**src/rtl/pipeline_hazard_ctrl.sv**
```systemverilog
// Stall/flush/redirect sequencer for the 5-stage IF-ID-EX-MEM-WB pipeline.
// Optional performance counters are built when PIPE_PERF_CNT_EN is defined.
module pipeline_hazard_ctrl #(
   parameter int FLUSH_CYCLES = 1,
   parameter int CNT_W        = 16
) (
   input  logic             clk,
   input  logic             rst,
   input  logic             mis_any,
   input  logic             mis_nt,
   input  logic             pred_taken,
   input  logic             ld_use,
   input  logic             mem_busy,
   input  logic             halt_ex,
   output logic             pc_we,
   output logic [1:0]       pc_sel,
   output logic             if_id_we,
   output logic             id_ex_we,
   output logic             ex_mem_we,
   output logic             if_id_flush,
   output logic             id_ex_flush,
`ifdef PIPE_PERF_CNT_EN
   output logic [CNT_W-1:0] mis_cnt,
   output logic [CNT_W-1:0] stall_cnt,
   output logic [CNT_W-1:0] bubble_cnt,
`endif
   output logic             halted
);

   typedef enum logic [1:0] {
      ST_RUN   = 2'd0,
      ST_FLUSH = 2'd1,
      ST_HALT  = 2'd2
   } state_t;

   localparam logic [1:0] BUB_INIT = 2'(FLUSH_CYCLES - 1);

   state_t     state_r, state_nxt_s;
   logic [1:0] bub_r, bub_nxt_s;

   generate
      if (FLUSH_CYCLES < 1 || FLUSH_CYCLES > 3 || CNT_W < 1) begin : g_param_err
         $error("pipeline_hazard_ctrl: FLUSH_CYCLES must be 1..3 and CNT_W >= 1");
      end
   endgenerate

   // State and bubble counter registers
   always_ff @(posedge clk or negedge rst) begin
      if (!rst) begin
         state_r <= ST_RUN;
         bub_r   <= 2'd0;
      end else begin
         state_r <= state_nxt_s;
         bub_r   <= bub_nxt_s;
      end
   end

   // Next-state and control outputs; reset forces a safe frozen/flushed pipeline
   always_comb begin
      state_nxt_s = state_r;
      bub_nxt_s   = bub_r;
      pc_we       = 1'b0;
      pc_sel      = 2'b00;
      if_id_we    = 1'b0;
      id_ex_we    = 1'b0;
      ex_mem_we   = 1'b0;
      if_id_flush = 1'b0;
      id_ex_flush = 1'b0;
      halted      = 1'b0;
      if (!rst) begin
         if_id_flush = 1'b1;
         id_ex_flush = 1'b1;
      end else begin
         case (state_r)
            ST_RUN: begin
               if (mem_busy) begin
                  pc_we = 1'b0;
               end else if (mis_any) begin
                  pc_we       = 1'b1;
                  if_id_we    = 1'b1;
                  id_ex_we    = 1'b1;
                  ex_mem_we   = 1'b1;
                  pc_sel      = mis_nt ? 2'b11 : 2'b10;
                  if_id_flush = 1'b1;
                  id_ex_flush = 1'b1;
                  if (FLUSH_CYCLES > 1) begin
                     state_nxt_s = ST_FLUSH;
                     bub_nxt_s   = BUB_INIT;
                  end else begin
                     state_nxt_s = ST_RUN;
                  end
               end else if (halt_ex) begin
                  // Younger instructions are squashed; EX and beyond keep draining
                  if_id_we    = 1'b1;
                  id_ex_we    = 1'b1;
                  ex_mem_we   = 1'b1;
                  if_id_flush = 1'b1;
                  id_ex_flush = 1'b1;
                  state_nxt_s = ST_HALT;
               end else if (ld_use) begin
                  id_ex_we    = 1'b1;
                  ex_mem_we   = 1'b1;
                  id_ex_flush = 1'b1;
               end else if (pred_taken) begin
                  pc_we     = 1'b1;
                  if_id_we  = 1'b1;
                  id_ex_we  = 1'b1;
                  ex_mem_we = 1'b1;
                  pc_sel    = 2'b01;
               end else begin
                  pc_we     = 1'b1;
                  if_id_we  = 1'b1;
                  id_ex_we  = 1'b1;
                  ex_mem_we = 1'b1;
               end
            end
            ST_FLUSH: begin
               if (mem_busy) begin
                  pc_we = 1'b0;
               end else begin
                  pc_we       = 1'b1;
                  if_id_we    = 1'b1;
                  id_ex_we    = 1'b1;
                  ex_mem_we   = 1'b1;
                  id_ex_flush = 1'b1;
                  if (bub_r <= 2'd1) begin
                     state_nxt_s = ST_RUN;
                     bub_nxt_s   = 2'd0;
                  end else begin
                     bub_nxt_s = bub_r - 2'd1;
                  end
               end
            end
            ST_HALT: begin
               ex_mem_we = 1'b1;
               halted    = 1'b1;
            end
            default: begin
               state_nxt_s = ST_RUN;
               bub_nxt_s   = 2'd0;
            end
         endcase
      end
   end

`ifdef PIPE_PERF_CNT_EN
   logic mis_inc_s, stall_inc_s;

   function automatic logic [CNT_W-1:0] sat_inc(input logic [CNT_W-1:0] val, input logic en);
      if (en && (val != {CNT_W{1'b1}})) begin
         return val + CNT_W'(1);
      end else begin
         return val;
      end
   endfunction

   assign mis_inc_s   = (state_r == ST_RUN) && !mem_busy && mis_any;
   assign stall_inc_s = (state_r != ST_HALT) && mem_busy;

   // Saturating performance counters, cleared only by reset
   always_ff @(posedge clk or negedge rst) begin
      if (!rst) begin
         mis_cnt    <= {CNT_W{1'b0}};
         stall_cnt  <= {CNT_W{1'b0}};
         bubble_cnt <= {CNT_W{1'b0}};
      end else begin
         mis_cnt    <= sat_inc(mis_cnt, mis_inc_s);
         stall_cnt  <= sat_inc(stall_cnt, stall_inc_s);
         bubble_cnt <= sat_inc(bubble_cnt, id_ex_flush);
      end
   end
`endif

endmodule
```
**config.mk**
```make
export PLATFORM = sky130hd
export DESIGN_NAME = pipeline_hazard_ctrl
export DESIGN_NICKNAME = d
export VERILOG_FILES = /design/src/rtl/pipeline_hazard_ctrl.sv
export SDC_FILE = /design/constraint.sdc
export NUM_CORES = 1
export LEC_CHECK = 0
export ABC_AREA = 1
export ABC_CLOCK_PERIOD_IN_PS = 1300
export BUFFER_PORTS_ARGS = -buffer_cell sky130_fd_sc_hd__buf_2
export CELL_PAD_IN_SITES_DETAIL_PLACEMENT = 1
export CELL_PAD_IN_SITES_GLOBAL_PLACEMENT = 1
export CORE_AREA = 5 5 42 44
export DETAILED_ROUTE_END_ITERATION = 8
export DIE_AREA = 0 0 47 49
export PLACE_DENSITY_LB_ADDON = 0.1
export SLEW_MARGIN = 0
export SYNTH_ARGS = -nofsm -noshare
export SYNTH_HDL_FRONTEND = slang
export SYNTH_SLANG_ARGS = --single-unit
```
**constraint.sdc**
```tcl
create_clock -name clk -period 1.3 [get_ports clk]
set_input_delay 0.26 -clock clk [delete_from_list [all_inputs] [get_ports clk]]
set_output_delay 0.26 -clock clk [all_outputs]
set_load 0.005 [all_outputs]
```
==> results of run 1 <==
-- metal layers --
metal / share of wire / up-vias / GRT usage
li1: - / 114 / -
met1: 0.43 / 89 / 0.0611
met2: 0.49 / 9 / 0.0792
met3: 0.070 / 0 / 0.0111
met4: 0 / 0 / 0
met5: 0 / - / 0
-- kinds of logic (layout without fill, tap and decap cells) --
logic type / count (synthesis) / in the layout
flip-flops: 1 / 1
buffers and inverters: 5 / 21
AND/OR/NAND/NOR: 16 / 16
AO/OA/AOI/OAI: 4 / 4
-- worst paths after layout --
check | startpoint | to | slack (ps) | cells after the start
worst min-delay path | rst | state_r[1] | 90 | 1
worst max-delay path | state_r[1] | pc_sel[0] | 130 | 4
worst max register to register | state_r[1] | state_r[1] | 590 | 1
worst min register to register | state_r[1] | state_r[1] | 550 | 1
max in group asynchronous | rst | state_r[1] | 1070 | 1
min in group clk | halt_ex | state_r[1] | 550 | 3
-- critical path, cell delays in order, from the launching register on --
cell     delay (ps)
dfrtp_1         390
nor2_4          160
nand2_2         100
o21ai_2         140
buf_2           120
-- power by group through the flow --
stage / logic, uW / registers, uW / clock network (uW)
2_1_floorplan: 20.9 / 35.1 / 0
3_3_place_gp: 51.1 / 35.7 / 0
3_5_place_dp: 51.5 / 35.5 / 0
4_1_cts: 51.7 / 35.5 / 0
5_1_grt: 56.3 / 35.7 / 0
6_report: 50.2 / 35.5 / 0
-- cell usage after synthesis --
library cell  n  share of area
o21ai_1       1          0.034
nor2_1        5           0.13
dfrtp_1       1           0.17
o21ai_2       1          0.059
o21bai_2      1          0.076
nand2_1       7           0.18
a21oi_1       1          0.034
nand3_1       1          0.034
nand2_2       1          0.042
nand4_1       1          0.042
inv_1         5           0.13
nor2_4        1          0.076
-- final cells by class --
cell class / instances / area, um^2
flip-flops and latches: 1 / 25.0
multi-input cells: 20 / 104
well taps: 16 / 20.0
repair buffers: 16 / 80.1
fillers: 193 / 1150
inverters: 5 / 18.8
-- through the flow --
stage	std cells	util
2_1_floorplan	26	-
3_3_place_gp	58	0.177
3_5_place_dp	58	0.177
4_1_cts	58	0.177
5_1_grt	58	0.177
6_report	58	0.177
==> metrics.csv, run 1 <==
stage;metric;value;unit
floorplanning;die_area;0.00230;mm^2
layout;layout-drive-gt1-share;0.476;
timing;finalSetupViolCount;0;
run_status;status;finished, final reports clean;
routing;wl;561;um
synthesis;synth.area.mux_share;0;
timing;maxSlewHeadroom;0.901;
place;hpwl;521;um
power_and_ir_drop;vdd_drop_max;110;uV
setup_path;critPathRequiredTime;1040;ps
synthesis;synth-simple-area-share;0.500;
synthesis;synthesis.area;148;um^2
global_route;first_global_vias;202;
floorplanning;io_pins;17;
routing;vias;212;
timing;fin_setup_tns;0;ps
power_and_ir_drop;power.density;346;mW/mm^2
synthesis;synth.yosys.warnings;0;
timing;finalCritPeriodShare;0.902;
layout;area_growth;67.8;%
layout;final_common_cell;buf_2;
layout;largestRegisters;state_r (1);
synthesis;synth_top_family_by_area;simple AND/OR/NAND/NOR gates;
setup_path;cp.arrival;910;ps
routing;dr.pass1.iters;1;
power_and_ir_drop;swShare;0.343;
global_route;antenna_found_initial;0;
timing;finalHoldViolCount;0;
layout;regMostFlops;state_r;
cts;cts-resized-gates;0;
place;post-place-ws;119;ps
global_route;grt_overflow;0;
synthesis;yosysSeqAreaShare;0.169;
timing;worst_clock_skew;0;ps
synthesis;synth-compound-area-share;0.203;
floorplanning;die_h;49;um
routing;wl_per_cell;9.67;um
power_and_ir_drop;power.total;85.7;uW
layout;fin_area;248;um^2
setup_path;worstSetupPathType;register to output port;
floorplanning;design.core.area;0.00140;mm^2
cts;cts_setup_buffers;0;
setup_path;start_kind;register;
power_and_ir_drop;p_int;56.3;uW
run;drv_cap;0;
place;gp_congestion;0.732;
power_and_ir_drop;power_frac_clock;0;
timing;rsz0062_at_grt;false;
hold_path;hold_path.class;input port to async pin;
place;place_area;248;um^2
power_and_ir_drop;p_sw;29.4;uW
layout;final_cell_mix;16 x buf_2, 7 x nand2_1, 5 x nor2_1, 5 x inv_1;
cts;cts.clk_slew.worst_paths;0;ps
timing;max_freq;0.853;GHz
timing;hold_slack;85.8;ps
setup_path;worst-path-max-fanout;5;
floorplanning;die_w;47;um
global_route;grt_start_max_net_pins;8;
setup_path;end_kind;output port;
global_route;track_usage;0.0464;
timing;tightest_slew;148;ps
power_and_ir_drop;pwr-share-seq;0.414;
timing;slew_violations;0;
layout;n_antenna_cell;0;
global_route;grt_pass1_wl;883;um
routing;drc_errors;0;
synthesis;synth_fa_ha_area_frac;0;
synthesis;synth_xor_area_frac;0;
timing;setup_ws;128;ps
floorplanning;start_util;0.105;
cts;cts_hold_buf;0;
routing;antenna_left;0;
layout;largest_reg_flops;1;
synthesis;synth-seq-cells;1;
synthesis;netlist_instances;26;
routing;drtIter0Drc;0;
power_and_ir_drop;pwr-share-comb;0.586;
synthesis;synth.distinct_cells;12;
synthesis;avgSynthCellArea;5.68;um^2
cts;clk_latency;0;ps
place;port_buffers;16;
timing;finalCriticalPeriod;1170;ps
floorplanning;rows;14;
synthesis;syn-num-nets;34;
power_and_ir_drop;p_leak;0.000150;uW
routing;vias_per_cell;3.66;
layout;fin_nets;52;
Note: power is estimated with default switching activity, not from simulation.
==> run 2, diff against run 1 <==
--- a/config.mk
+++ b/config.mk
@@ -8,11 +8,13 @@
 export ABC_AREA = 1
 export ABC_CLOCK_PERIOD_IN_PS = 1300
 export BUFFER_PORTS_ARGS = -buffer_cell sky130_fd_sc_hd__buf_2
+export CAP_MARGIN = 20
 export CELL_PAD_IN_SITES_DETAIL_PLACEMENT = 1
 export CELL_PAD_IN_SITES_GLOBAL_PLACEMENT = 1
 export CORE_AREA = 5 5 42 44
 export DETAILED_ROUTE_END_ITERATION = 8
 export DIE_AREA = 0 0 47 49
+export MAX_ROUTING_LAYER = met4
 export PLACE_DENSITY_LB_ADDON = 0.1
 export SLEW_MARGIN = 0
 export SYNTH_ARGS = -nofsm -noshare
==> run 2 against run 1 <==
Critical path type unchanged. Sequential share of layout area unchanged. Clock skew stayed put. Sequential power about the same. Critical endpoint unchanged. First-iteration DRC count stayed put. Global-route usage up 0.12 points. Final area unchanged. Fmax about the same. Wire length unchanged. Hold slack hardly changed. Combinational power hardly changed.
==> metrics.csv, run 2 (synthesis gave the netlist of run 1 again) <==
stage;metric;value;unit;change
floorplanning;start_util;0.105;;unchanged
hold_path;hold_path.class;input port to async pin;;unchanged
floorplanning;io_pins;17;;unchanged
routing;vias;212;;unchanged
setup_path;r2r_end;state_r[1];;unchanged
global_route;grt_overflow;0;;unchanged
power_and_ir_drop;power.density;346;mW/mm^2;about the same
place;post-place-ws;119;ps;unchanged
timing;finalHoldViolCount;0;;unchanged
layout;largestRegisters;state_r (1);;unchanged
setup_path;worstSetupPathType;register to output port;;unchanged
place;port_buffers;16;;unchanged
routing;drtIter0Drc;0;;unchanged
global_route;antenna_found_initial;0;;unchanged
setup_path;worst-path-max-fanout;5;;unchanged
timing;worst_clock_skew;0;ps;unchanged
timing;slew_violations;0;;unchanged
global_route;grt_start_max_net_pins;8;;unchanged
global_route;grt_pass1_wl;883;um;unchanged
timing;max_freq;0.853;GHz;about the same
routing;vias_per_cell;3.66;;unchanged
routing;wl;561;um;unchanged
floorplanning;rows;14;;unchanged
routing;antenna_left;0;;unchanged
setup_path;critPathMaxStageDelay;390;ps;about the same
setup_path;reg2reg_slack;590;ps;about the same
routing;drc_errors;0;;unchanged
timing;rsz0062_at_grt;false;;unchanged
cts;cts.clk_slew.worst_paths;0;ps;about the same
floorplanning;design.core.area;0.00140;mm^2;unchanged
layout;fin_nets;52;;unchanged
setup_path;start_kind;register;;unchanged
layout;n_antenna_cell;0;;unchanged
floorplanning;die_h;49;um;unchanged
setup_path;cp.arrival;910;ps;about the same
setup_path;cp_cell_sequence;nor2_4 > nand2_2 > o21ai_2 > buf_2;;unchanged
setup_path;r2r-start;state_r[1];;unchanged
layout;final_common_cell;buf_2;;unchanged
setup_path;cp_slowest_cell;dfrtp_1;;unchanged
layout;final_cell_mix;16 x buf_2, 7 x nand2_1, 5 x nor2_1, 5 x inv_1;;unchanged
place;hpwl;521;um;unchanged
timing;fin_setup_tns;0;ps;unchanged
timing;finalCriticalPeriod;1170;ps;about the same
timing;tightest_slew;148;ps;about the same
power_and_ir_drop;p_leak;0.000150;uW;unchanged
setup_path;rr_worst_depth;1;;unchanged
timing;setup_ws;128;ps;about the same
power_and_ir_drop;power.total;85.7;uW;about the same
run;drv_cap;0;;unchanged
layout;layout-drive-gt1-share;0.476;;unchanged
cts;cts_hold_buf;0;;unchanged
place;dp_cells;58;;unchanged
floorplanning;die_area;0.00230;mm^2;unchanged
cts;cts_setup_buffers;0;;unchanged
cts;cts-resized-gates;0;;unchanged
layout;area_growth;67.8;%;unchanged
setup_path;end_kind;output port;;unchanged
global_route;track_usage;0.0476;;was 0.0464
run_status;status;finished, final reports clean;;unchanged
floorplanning;die_w;47;um;unchanged
cts;clk_latency;0;ps;about the same
global_route;first_global_vias;202;;unchanged
layout;largest_reg_flops;1;;unchanged
layout;regMostFlops;state_r;;unchanged
routing;dr.pass1.iters;1;;unchanged
setup_path;critPathRequiredTime;1040;ps;about the same
timing;finalSetupViolCount;0;;unchanged
place;gp_congestion;0.740;;was 0.732
timing;finalCritPeriodShare;0.902;;about the same
power_and_ir_drop;vdd_drop_max;110;uV;about the same
routing;wl_per_cell;9.67;um;unchanged
layout;stdcell_count;58;;unchanged
timing;maxSlewHeadroom;0.901;;about the same
## run 2: through the flow
| step | instance area, um^2 | util | hold WS, ps |
|---|---|---|---|
| after global routing | 248 | 0.177 | 93.9 |
| after CTS | 248 | 0.177 | 87.6 |
| after floorplan | 148 | - | -35.6 |
| after detailed placement | 248 | 0.177 | 87.8 |
| final | 248 | 0.177 | 85.8 |
| after global placement | 248 | 0.177 | 85.7 |
## run 2: layout make-up
cell class / count / area [um^2]
multi-input cells: 20 / 104
flip-flops and latches: 1 / 25.0
well taps: 16 / 20.0
fillers: 193 / 1150
inverters: 5 / 18.8
repair buffers: 16 / 80.1
## run 2: routing by layer
metal,track usage,vias to the layer above,share of wire
li1,-,114,-
met1,0.0677,89,0.47
met2,0.0792,9,0.49
met3,0,0,0.037
met4,0,0,0
met5,-,-,0
## run 2: critical path: cells and delay by family (launching register included)
kind	cells	cell delay [ps]
buf+inv	1	120
simple gates	2	260
compound gates	1	140
flops	1	390
## run 2: worst max path at each step
stage / from / end
3_5_place_dp: state_r[1] / pc_sel[0]
6_report: state_r[1] / pc_sel[0]
4_1_cts: state_r[1] / pc_sel[0]
2_1_floorplan: state_r[1] / if_id_we
3_3_place_gp: state_r[1] / if_id_we
5_1_grt: state_r[1] / if_id_we
## run 2: report_power, final
group          switching (uW)  internal, uW  total (uW)
Combinational            27.3          22.9        50.2
Clock                       0             0           0
Sequential               2.08          33.4        35.5
Total                    29.4          56.3        85.7
